===== src/rtl/fifo_rd_ctrl.sv =====
// fifo_rd_ctrl: read side of the camera-to-VGA async pixel FIFO.
// Pixel-clock domain; RAM fetch, 2-entry output buffer, Gray rptr.
module fifo_rd_ctrl #(
  parameter int ADDR_W   = 9,
  parameter int DATA_W   = 12,
  parameter int AE_LEVEL = 16
) (
  input  logic              clk,
  input  logic              rst_n,
  input  logic [ADDR_W:0]   wptr_gray_sync,
  output logic              rd_en,
  output logic [ADDR_W-1:0] rd_addr,
  input  logic [DATA_W-1:0] rd_data,
  output logic [ADDR_W:0]   rptr_gray,
  output logic              m_valid,
  input  logic              m_ready,
  output logic [DATA_W-1:0] m_data,
  output logic              empty,
  output logic              almost_empty,
  output logic [ADDR_W:0]   level
);

  localparam logic [ADDR_W:0] ONE =
    {{ADDR_W{1'b0}}, 1'b1};
  localparam logic [ADDR_W:0] AE =
    AE_LEVEL[ADDR_W:0];

  logic [ADDR_W:0]   rbin;
  logic [ADDR_W:0]   rbin_nxt;
  logic [ADDR_W:0]   wbin;
  logic              pend;
  logic              head_v;
  logic              skid_v;
  logic [DATA_W-1:0] head_d;
  logic [DATA_W-1:0] skid_d;
  logic              pop;
  logic [1:0]        occ;
  logic [1:0]        lim;

  // Gray to binary: each bit is the XOR of all bits at or above it
  always_comb begin
    wbin = '0;
    for (int i = 0; i <= ADDR_W; i++) begin
      wbin[i] = ^(wptr_gray_sync >> i);
    end
  end

  // Occupancy status and read issue decision
  always_comb begin
    rbin_nxt     = rbin + ONE;
    level        = wbin - rbin;
    empty        = (wbin == rbin);
    almost_empty = (level <= AE);
    pop          = head_v & m_ready;
    occ          = {1'b0, head_v}
                 + {1'b0, skid_v}
                 + {1'b0, pend};
    lim          = {1'b0, pop} + 2'd1;
    rd_en        = rst_n & ~empty & (occ <= lim);
  end

  assign rd_addr = rbin[ADDR_W-1:0];
  assign m_valid = head_v;
  assign m_data  = head_d;

  // Read pointer, its Gray copy and the in-flight flag
  always_ff @(posedge clk) begin
    if (!rst_n) begin
      rbin      <= '0;
      rptr_gray <= '0;
      pend      <= 1'b0;
    end else begin
      pend <= rd_en;
      if (rd_en) begin
        rbin      <= rbin_nxt;
        rptr_gray <= rbin_nxt ^ (rbin_nxt >> 1);
      end
    end
  end

  // Head/skid buffer: pop shifts skid forward, returns fill in order
  always_ff @(posedge clk) begin
    if (!rst_n) begin
      head_v <= 1'b0;
      skid_v <= 1'b0;
      head_d <= '0;
      skid_d <= '0;
    end else if (pop) begin
      if (skid_v) begin
        head_d <= skid_d;
        skid_v <= pend;
        if (pend) skid_d <= rd_data;
      end else begin
        head_v <= pend;
        if (pend) head_d <= rd_data;
      end
    end else if (pend) begin
      if (!head_v) begin
        head_v <= 1'b1;
        head_d <= rd_data;
      end else begin
        skid_v <= 1'b1;
        skid_d <= rd_data;
      end
    end
  end

endmodule


===== config.mk =====
export PLATFORM = sky130hd
export DESIGN_NAME = fifo_rd_ctrl
export DESIGN_NICKNAME = d
export VERILOG_FILES = /design/src/rtl/fifo_rd_ctrl.sv
export SDC_FILE = /design/constraint.sdc
export NUM_CORES = 1
export LEC_CHECK = 0
export CAP_MARGIN = 10
export CORE_UTILIZATION = 32
export DETAILED_ROUTE_END_ITERATION = 16
export PLACE_DENSITY_LB_ADDON = 0.25
export SYNTH_ARGS = -nofsm -noshare
export SYNTH_HDL_FRONTEND = slang
export SYNTH_SLANG_ARGS = --single-unit
export TNS_END_PERCENT = 20

===== constraint.sdc =====
create_clock -name clk -period 8 [get_ports clk]
set_clock_uncertainty 0.05 [all_clocks]
set_input_delay 1.6 -clock clk [delete_from_list [all_inputs] [get_ports clk]]
set_output_delay 1.6 -clock clk [all_outputs]
set_load 0.05 [all_outputs]

# Word-level counts from Yosys, hierarchy flattened

Index checks and enable logic that the tools add are counted.

Flip-flop bits (word level): 47
Input port bits: 25
Logic and storage cells: 57

Multiplexer cells: 16
Eq/ne operators: 5
$add $sub $neg: 5
Reductions and logical operators: 17
Magnitude comparators: 2
Bitwise logic cells: 5

Operators with widths:

| cell                    | count |
|---|---|
| $mux W12                | 9 |
| $reduce_xor A10 Y1      | 10 |
| $add A10 B1 Y10 const B | 1 |
| $eq A10 B10 Y1          | 1 |
| $le A10 B5 Y1 const B   | 1 |
| $sub A10 B10 Y10        | 1 |
| $xor A10 B9 Y10         | 1 |
| $mux W1                 | 7 |
| $ne A2 B2 Y1 const B    | 3 |
| $reduce_bool A2 Y1      | 3 |
| $reduce_and A2 Y1       | 2 |
| $reduce_and A4 Y1       | 1 |
| $and A1 B1 Y1           | 3 |
| $reduce_and A3 Y1       | 1 |
| $add A1 B1 Y2           | 1 |
| $add A1 B1 Y2 const B   | 1 |
| $add A2 B1 Y2           | 1 |
| $le A2 B2 Y1            | 1 |
| $ne A2 B1 Y1 const B    | 1 |
| $not A1 Y1              | 1 |

# Depth between registers and ports, before layout

Gate-level depths: netlist of the first run.

Depth in word-level cells: 5
Depth in mapped cells: 16

# Worst setup path after synthesis of the first run

Ideal clock, no wire load.

Path kind: input port to output port
Start: input port wptr_gray_sync[8]
End: output port almost_empty
Stages on the path: 15
Setup slack: 0.199 ns
Buffers on the path: 0
Arrival time: 6.151 ns
Cells stage by stage: xor2_2 -> xnor2_2 -> xor2_2 -> xor2_2 -> xnor2_2 -> xnor2_4 -> xnor2_1 -> ha_1 -> nor2b_1 -> o21ai_0 -> nor2b_1 -> xnor2_1 -> o41a_1 -> or3_1 -> nor4_1

Cells in the longest elaborated chain, start to end: 3

Ends and longest elaborated chain:

| item               | RTL line | RTL |
|---|---|---|
| start: declaration | 10       | `input logic [ADDR_W:0] wptr_gray_sync,` |
| $reduce_xor A10 Y1 | 44       | `wbin[i] = ^(wptr_gray_sync >> i);` |
| $sub A10 B10 Y10 * | 51       | `level = wbin - rbin;` |
| named net level[3] | 20       | `output logic [ADDR_W:0] level` |
| $le A10 B5 Y1 *    | 53       | `almost_empty = (level <= AE);` |
| end: declaration   | 19       | `output logic almost_empty,` |

Mark *: on every way through the listed nets, which the timed path passes. The rest lies on a longest branch.

# Worst setup path after layout of the first run

Start: input port wptr_gray_sync[9]
End: output port level[8]

Cells in the longest elaborated chain, start to end: 2

Ends and longest elaborated chain:

| item               | RTL line |
|---|---|
| $reduce_xor A10 Y1 | 44 |
| $sub A10 B10 Y10 * | 51 |
| end: declaration   | 20 |

Every way passes the cells marked *; elsewhere a longest branch is shown, timed or not.

==> results of run 1 <==
## stage by stage
stage                     area (um2)  hold slack (ns)  utilization [%]
after floorplan                 2636           0.4096                -
after global placement          3435           0.4215            43.77
after detailed placement        3435           0.4300            43.77
after CTS                       3525           0.4537            44.91
after global routing            3525           0.4726            44.91
final                           3525           0.4470            44.91
## critical path, cell delays in order
cell and delay [ns]:
clkdlybuf4s50_1 0.53, xor2_2 0.21, xnor2_2 0.16, xor2_2 0.22
xor2_2 0.12, xnor2_2 0.30, xnor2_4 0.19, xnor2_1 0.11
ha_1 0.21, fa_1 0.40, nor2b_1 0.12, o21ai_0 0.09
a21oi_1 0.14, nor2_1 0.08, a21oi_1 0.17, xor2_1 0.22
clkdlybuf4s50_1 0.84
## registers in the layout, summed over array words and instances, names as in the netlist
name       cells
skid_v         1
rptr_gray     10
rbin           9
m_valid        1
pend           1
skid_d        12
m_data        12
## Yosys cell counts, types with 3 or more instances
master / number
xor2_1: 6
nand2_1: 8
nor4_1: 4
nor2_1: 53
o21ai_0: 7
and3_1: 3
nor2b_1: 5
nor3_1: 6
mux2i_1: 28
a211oi_1: 18
inv_1: 18
clkbuf_1: 7
xnor2_1: 34
dfxtp_1: 46
buf_2: 3
a21oi_1: 12
ha_1: 12
nand3_1: 7
xor2_2: 3
## report_power, final
part	leakage (nW)	switching [mW]	internal, mW
clock	0.0441	0.0803	0.0615
sequential	0.376	0.0402	0.282
combinational	0.949	0.536	0.302
## per-layer routing
metal / routed length, um / vias to the layer above
li1: - / 1132
met3: 337 / 7
met4: 66 / 0
met2: 2367 / 55
met1: 2613 / 959
met5: 0 / -
## worst max path at each step
stage	from	endpoint
after global placement	wptr_gray_sync[9]	level[8]
after floorplan	wptr_gray_sync[8]	almost_empty
after detailed placement	wptr_gray_sync[9]	level[8]
after CTS	wptr_gray_sync[9]	level[8]
after global routing	wptr_gray_sync[9]	level[8]
final	wptr_gray_sync[9]	level[8]
## layout make-up
class / instances / area (um2) / share of cell area (%)
multi-input combinational: 221 / 1608 / 45.62
clock inverter: 3 / 21.27 / 0.6035
tap: 102 / 127.6 / 3.621
sequential: 46 / 920.9 / 26.13
clock buffer: 5 / 68.82 / 1.952
inverter: 18 / 67.56 / 1.917
timing repair buffer: 72 / 710.7 / 20.16
## cell families (layout without fill, tap and decap cells)
family | after synthesis | in the layout
simple gates | 93 | 93
xor+xnor | 46 | 46
flops | 46 | 46
compound gates | 40 | 40
buf+inv | 30 | 98
mux | 28 | 28
fa+ha+maj | 14 | 14
==> impl_metrics.py, run 1 <==
metrics = {
    "floorplan": {
        "core_area_um2": 7848,
        "rows": 32,
        "die_area_um2": 8605,
        "ioPinCount": 70,
        "chipHeight_um": 92.77,
        "initial_utilization_pct": 33.59,
        "die_w_um": 92.77,
    },
    "yosys": {
        "syn-cell-area_um2": 2636,
        "synth_area_leaders": "dfxtp_1 (35%), xnor2_1 (11%), mux2i_1 (11%)",
        "synth_compound_area_share_pct": 9.729,
        "synth_top_area_share_pct": 34.93,
        "synth_mux_area_share_pct": 10.63,
        "yosys.area.top_type": "dfxtp_1",
        "synthAdderAreaFrac_pct": 7.214,
        "syn_nets": 336,
        "synth_edf_count": 0,
        "syn_inst": 297,
        "avgSynthCellArea_um2": 8.876,
        "synth_xor_area_share_pct": 17.42,
        "ys_seq_elements": 46,
        "synth-simple-area-share_pct": 15.66,
        "yosysSeqAreaShare_pct": 34.93,
        "async_flop_share_pct": 0,
        "synth_cell_types": 29,
        "synth_top_family_by_area": "XOR/XNOR gates",
        "yosysWarnings": 0,
        "synthFlopType": "dfxtp_1",
    },
    "critical_path": {
        "startpoint_type": "input port",
        "crit_path_max_fanout": 5,
        "required_ns": 6.35,
        "r2r_cells": 10,
        "r2r-start": "m_valid",
        "rr_endpoint": "rbin[7]",
        "critPathKind": "input port to output port",
        "endpoint_kind": "output port",
        "cp.arrival_ns": 5.72,
        "rrSetupSlack_ns": 5.46,
    },
    "timing": {
        "finalWorstSetupSlack_ns": 0.6315,
        "drv_slew": 0,
        "timing.fmax_mhz": 135.7,
        "setup_viol": 0,
        "rsz0062_at_grt": "no",
        "worst_pin_slew_ns": 0.9637,
        "fin_setup_tns_ns": 0,
        "max-slew-margin-rel_pct": 35.76,
        "min_period_ns": 7.368,
        "finalCritPeriodShare_pct": 92.11,
        "finalHoldViolCount": 0,
    },
    "placement": {
        "port_buffers": 69,
        "dp.cells": 459,
        "gp_congestion": 0.7911,
        "pre_cts_ws_ns": 0.6161,
        "dp_hpwl_um": 4016,
    },
    "global_route": {
        "grtUsageMet1_pct": 17.39,
        "top_usage_layer": "met2",
        "grt_max_degree": 48,
        "gr-usage-met3_pct": 3.695,
        "gr-total-overflow": 0,
        "track_usage_pct": 13.46,
        "use_met2_pct": 21.63,
        "antenna_found_initial": 0,
        "first_global_vias": 2051,
        "grt_pass1_wl_um": 9446,
    },
    "flow_run": {
        "cap_violations": 0,
    },
    "pwr": {
        "powerDensity_nw_per_um2": 369.4,
        "ir_worst_vdd_uv": 323.2,
        "p_leak_nw": 1.369,
        "total_power_mw": 1.302,
    },
    "cells_and_area": {
        "fillCellCount": 814,
        "area_growth_syn_to_layout_pct": 33.70,
        "drive_gt1_share_pct": 5.479,
        "final_cell_mix": "clkdlybuf4s50_1 (68), nor2_1 (53), dfxtp_1 (46)",
        "final_common_cell": "clkdlybuf4s50_1",
        "layout.cells.non_filler": 467,
        "nNetsFinal": 403,
        "diodes": 0,
    },
    "detailed_routing": {
        "ant_nets": 0,
        "first_iter_violations": 46,
        "drc_errors": 0,
        "first_pass_iters": 4,
        "vias": 2153,
        "wl_per_cell_um": 11.53,
        "routed_wl_um": 5385,
        "vias_per_cell": 4.610,
    },
    "worst_hold_path": {
        "whs_endpoint": "skid_d[5]",
        "min_path_type": "register to register",
        "whs_path_depth": 2,
        "min_from": "skid_d[5]",
    },
    "cts": {
        "path_clk_slew_ns": 0.09,
        "ctsResizeCount": 0,
        "h-tree-depth": 2,
        "cts.hold.buffers_added": 0,
        "cts_tree": "built",
        "insertion_delay_ns": 0.29,
        "cts_sinks": 46,
        "root_buffer": "clkbuf_8",
        "clk_path_buf_depth": 2,
        "post_cts_buffers": 0,
        "cts_buffers": 5,
    },
    "run_status": {
        "status": "finished clean",
    },
}
(Power assumes the default switching activity.)
==> inputs of run 2 (changes only) <==
CTS_BUF_LIST = sky130_fd_sc_hd__clkbuf_4 sky130_fd_sc_hd__clkbuf_8   (was not set)
PLACE_DENSITY_LB_ADDON = not set   (was 0.25)
==> impl_metrics.py, run 2 (synthesis results as in run 1) <==
metrics = {
    "cts": {
        "insertion_delay_ns": 0.30,
        "clk_path_buf_depth": 2,
        "cts_buffers": 5,
        "h-tree-depth": 2,
        "cts_tree": "built",
        "root_buffer": "clkbuf_8",
        "path_clk_slew_ns": 0.10,
        "cts_sinks": 46,
    },
    "cells_and_area": {
        "diodes": 0,
        "regArea_um2": 920.9,
        "nNetsFinal": 404,
        "drive_gt1_share_pct": 5.191,
        "layout.cells.non_filler": 468,
        "fin_area_um2": 3537,
        "final_cell_mix": "clkdlybuf4s50_1 (68), nor2_1 (53), dfxtp_1 (46)",
        "multi_input_area_um2": 1604,
        "final_common_cell": "clkdlybuf4s50_1",
        "fillCellCount": 810,
        "area_growth_syn_to_layout_pct": 34.17,
    },
    "pwr": {
        "power_frac_seq_pct": 24.3,
        "powerDensity_nw_per_um2": 371.9,
        "internal-power_mw": 0.6496,
        "ir_worst_vdd_uv": 465.4,
        "total_power_mw": 1.316,
        "p_leak_nw": 1.391,
        "combPwrFrac_pct": 64.4,
        "p_clk_share_pct": 11.2,
        "switching_share_pct": 50.62,
        "power_switching_mw": 0.6659,
    },
    "placement": {
        "place_area_um2": 3441,
        "gp_congestion": 0.8496,
        "dp.cells": 460,
        "dp_hpwl_um": 4206,
        "port_buffers": 69,
        "pre_cts_ws_ns": 0.2864,
    },
    "timing": {
        "finalCritPeriodShare_pct": 92.66,
        "finalWorstSetupSlack_ns": 0.5868,
        "finalHoldViolCount": 0,
        "worst_pin_slew_ns": 0.8141,
        "drv_slew": 0,
        "timing.fmax_mhz": 134.9,
        "min_period_ns": 7.413,
        "fin_setup_tns_ns": 0,
        "rsz0062_at_grt": "no",
        "max-slew-margin-rel_pct": 45.58,
        "setup_viol": 0,
    },
    "critical_path": {
        "r2r_cells": 10,
        "crit_path_max_fanout": 5,
        "crit_end": "level[8]",
        "crit_path_start": "wptr_gray_sync[9]",
        "endpoint_kind": "output port",
        "startpoint_type": "input port",
        "critPathKind": "input port to output port",
        "cp.arrival_ns": 5.76,
        "r2r-start": "m_valid",
        "rr_endpoint": "rbin[7]",
        "rrSetupSlack_ns": 5.45,
        "required_ns": 6.35,
    },
    "detailed_routing": {
        "routed_wl_um": 5619,
        "ant_nets": 0,
        "first_pass_iters": 4,
        "first_iter_violations": 29,
        "vias": 2161,
        "wl_per_cell_um": 12.01,
        "vias_per_cell": 4.618,
        "drc_errors": 0,
    },
    "worst_hold_path": {
        "min_path_type": "register to register",
    },
    "global_route": {
        "antenna_found_initial": 0,
        "first_global_vias": 2054,
        "grt_max_degree": 48,
        "gr-total-overflow": 0,
        "track_usage_pct": 13.46,
        "grt_pass1_wl_um": 9377,
    },
    "floorplan": {
        "initial_utilization_pct": 33.59,
        "chipHeight_um": 92.77,
        "die_w_um": 92.77,
        "die_area_um2": 8605,
        "core_area_um2": 7848,
        "rows": 32,
        "ioPinCount": 70,
    },
    "run_status": {
        "status": "finished clean",
    },
    "flow_run": {
        "cap_violations": 0,
    },
}
-- run 2: how the worst min path moves through the flow --
stage	end	startpoint	slack [ns]	depth (start not counted)
after global placement	skid_d[0]	skid_d[0]	0.42	2
after CTS	m_data[0]	m_data[0]	0.45	2
after detailed placement	skid_d[4]	skid_d[4]	0.43	2
final	m_data[2]	m_data[2]	0.45	2
after floorplan	skid_d[0]	skid_d[0]	0.41	2
after global routing	m_data[4]	m_data[4]	0.47	2
-- run 2: what timing repair did --
item	4_1_cts	5_1_grt
gates resized for setup	0	1
endpoints found under the setup margin	0	1
hold buffers	0	0
buffers inserted	0	0
-- run 2: power groups by stage --
stage	clock (mW)	sequential [mW]	combinational [mW]
6_report	0.148	0.320	0.848
5_1_grt	0.165	0.330	0.903
4_1_cts	0.157	0.322	0.853
3_5_place_dp	0	0.328	0.847
3_3_place_gp	0	0.327	0.844
2_1_floorplan	0	0.479	0.448
-- run 2: worst max-delay path: stages --
cell and delay (ns):
clkdlybuf4s50_1 0.53, xor2_2 0.21, xnor2_2 0.16, xor2_2 0.21, xor2_2 0.22, xnor2_2 0.14
xnor2_4 0.25, xnor2_1 0.11, ha_1 0.21, fa_1 0.42, nor2b_1 0.13, o21ai_0 0.12
a21oi_1 0.15, nor2_1 0.08, a21oi_1 0.16, xor2_1 0.21, clkdlybuf4s50_1 0.84
-- run 2: final cells by class --
cell class                 instances  area share [%]
multi-input combinational        221           45.35
sequential                        46           26.03
timing repair buffer              73           20.45
tap                              102           3.608
clock buffer                       5           1.946
inverter                          18           1.910
clock inverter                     3          0.7075
-- run 2: routing by layer --
| metal | up-vias | share of wire (%) | GRT usage (%) |
|---|---|---|---|
| li1 | 1138 | - | - |
| met1 | 953 | 48 | 16.59 |
| met2 | 68 | 45 | 22.73 |
| met3 | 2 | 6.8 | 3.777 |
| met4 | 0 | 0.57 | 3.846 |
| met5 | - | 0 | 0 |
-- run 2: per-stage QoR --
| stage | hold slack (ns) | util (%) |
|---|---|---|
| floorplan | 0.4096 | - |
| global placement | 0.4216 | 43.85 |
| detailed placement | 0.4338 | 43.85 |
| CTS | 0.4546 | 45.04 |
| global route | 0.4720 | 45.07 |
| finish | 0.4511 | 45.07 |
==> inputs of run 3 (changes only) <==
CORE_MARGIN = 1.5   (was not set)
==> impl_metrics.py, run 3 (synthesis results as in run 1) <==
metrics = {
    "run_status": {
        "status": "finished clean",
    },
    "critical_path": {
        "crit_path_top_delay_cell": "clkdlybuf4s50_1",
        "critPathKind": "input port to output port",
        "endpoint_kind": "output port",
        "cp.arrival_ns": 5.71,
        "slowest_delay_ns": 0.84,
        "required_ns": 6.35,
        "cp_common_cell": "xor2_2",
        "rrSetupSlack_ns": 5.38,
        "crit_chain": "clkdlybuf4s50_1, xor2_2, xnor2_2, xor2_2, xor2_2, xnor2_2, xnor2_4, xnor2_1, ha_1, fa_1, nor2b_1, o21ai_0, a21oi_1, nor2_1, a21oi_1, xor2_1, clkdlybuf4s50_1",
        "startpoint_type": "input port",
        "crit_path_max_fanout": 5,
    },
    "detailed_routing": {
        "first_iter_violations": 32,
        "ant_nets": 0,
        "wl_per_cell_um": 12.22,
        "vias_per_cell": 4.575,
        "routed_wl_um": 5717,
        "first_pass_iters": 4,
        "vias": 2141,
        "drc_errors": 0,
    },
    "global_route": {
        "grt_pass1_wl_um": 9922,
        "use_met2_pct": 22.28,
        "top_usage_layer": "met2",
        "grt_max_degree": 48,
        "first_global_vias": 2172,
        "gr-usage-met3_pct": 3.560,
        "grtUsageMet1_pct": 18.52,
        "antenna_found_initial": 0,
        "gr-total-overflow": 0,
        "track_usage_pct": 13.86,
    },
    "pwr": {
        "p_clk_share_pct": 11.2,
        "internal-power_mw": 0.6490,
        "power_frac_seq_pct": 24.6,
        "powerDensity_nw_per_um2": 371.7,
        "ir_worst_vdd_uv": 453.8,
        "power_switching_mw": 0.6658,
        "p_leak_nw": 1.391,
        "combPwrFrac_pct": 64.2,
        "total_power_mw": 1.315,
        "switching_share_pct": 50.64,
    },
    "flow_run": {
        "cap_violations": 0,
    },
    "cts": {
        "insertion_delay_ns": 0.30,
        "h-tree-depth": 2,
        "path_clk_slew_ns": 0.09,
        "cts.hold.buffers_added": 0,
        "cts_sinks": 46,
        "post_cts_buffers": 0,
        "root_buffer": "clkbuf_8",
        "clk_path_buf_depth": 2,
        "cts_buffers": 5,
        "cts_tree": "built",
        "ctsResizeCount": 0,
    },
    "cells_and_area": {
        "area_growth_syn_to_layout_pct": 34.17,
        "diodes": 0,
        "nNetsFinal": 404,
        "drive_gt1_share_pct": 5.191,
        "layout.cells.non_filler": 468,
        "fin_area_um2": 3537,
        "final_cell_mix": "clkdlybuf4s50_1 (68), nor2_1 (53), dfxtp_1 (46)",
        "final_common_cell": "clkdlybuf4s50_1",
        "utilization_pct": 45.07,
        "fillCellCount": 802,
    },
    "placement": {
        "dp.cells": 460,
        "port_buffers": 69,
        "gp_congestion": 0.8376,
        "pre_cts_ws_ns": 0.2771,
        "dp_hpwl_um": 4242,
        "place_area_um2": 3441,
    },
    "floorplan": {
        "rows": 32,
        "die_area_um2": 8792,
        "initial_utilization_pct": 33.59,
        "die_w_um": 93.77,
        "chipHeight_um": 93.77,
        "ioPinCount": 70,
        "core_area_um2": 7848,
    },
    "timing": {
        "rsz0062_at_grt": "no",
        "min_period_ns": 7.364,
        "fin_setup_tns_ns": 0,
        "drv_slew": 0,
        "finalWorstSetupSlack_ns": 0.6364,
        "finalCritPeriodShare_pct": 92.05,
        "fin_hold_ws_ns": 0.4481,
        "worst_pin_slew_ns": 0.7806,
        "setup_viol": 0,
        "max-slew-margin-rel_pct": 47.82,
        "timing.fmax_mhz": 135.8,
        "finalHoldViolCount": 0,
    },
    "worst_hold_path": {
        "min_path_type": "register to register",
    },
}
[run 3: cell counts in the layout (fill, tap and decap cells not counted)]
Identical to the previous run, type by type.
[run 3: final timing paths]
path / startpoint / to / cells past startpoint
min reg2reg: skid_d[1] / skid_d[1] / 2
max reg2reg: m_valid / rbin[7] / 10
min: skid_d[1] / skid_d[1] / 2
max: wptr_gray_sync[9] / level[8] / 17
[run 3: area by class of cell]
| type | count | area (um2) | share of cell area, % |
|---|---|---|---|
| sequential | 46 | 920.9 | 26.03 |
| tap | 102 | 127.6 | 3.608 |
| clock inverter | 3 | 25.02 | 0.7075 |
| timing repair buffer | 73 | 723.2 | 20.45 |
| multi-input combinational | 221 | 1604 | 45.35 |
| inverter | 18 | 67.56 | 1.910 |
| clock buffer | 5 | 68.82 | 1.946 |
[run 3: critical path: cells and delay by family]
family	cells	cell delay, ns
xor gates and xnor gates	8	1.53
adders and majority gates	2	0.62
buffers and inverters	2	1.37
AOI/OAI and AO/OA	3	0.40
and+or+nand+nor	2	0.19
[run 3: power by group through the flow]
stage               Sequential, mW  Combinational [mW]  Clock [mW]
floorplan                    0.479               0.448           0
global placement             0.328               0.844           0
detailed placement           0.329               0.848           0
CTS                          0.324               0.852       0.154
global route                 0.332               0.907       0.164
finish                       0.323               0.844       0.148
[run 3: per-layer routing]
metal / part of all wire (%) / routed length [um]
met5: 0 / 0
met4: 1.0 / 58
met3: 5.8 / 329
met2: 43 / 2468
met1: 50 / 2860
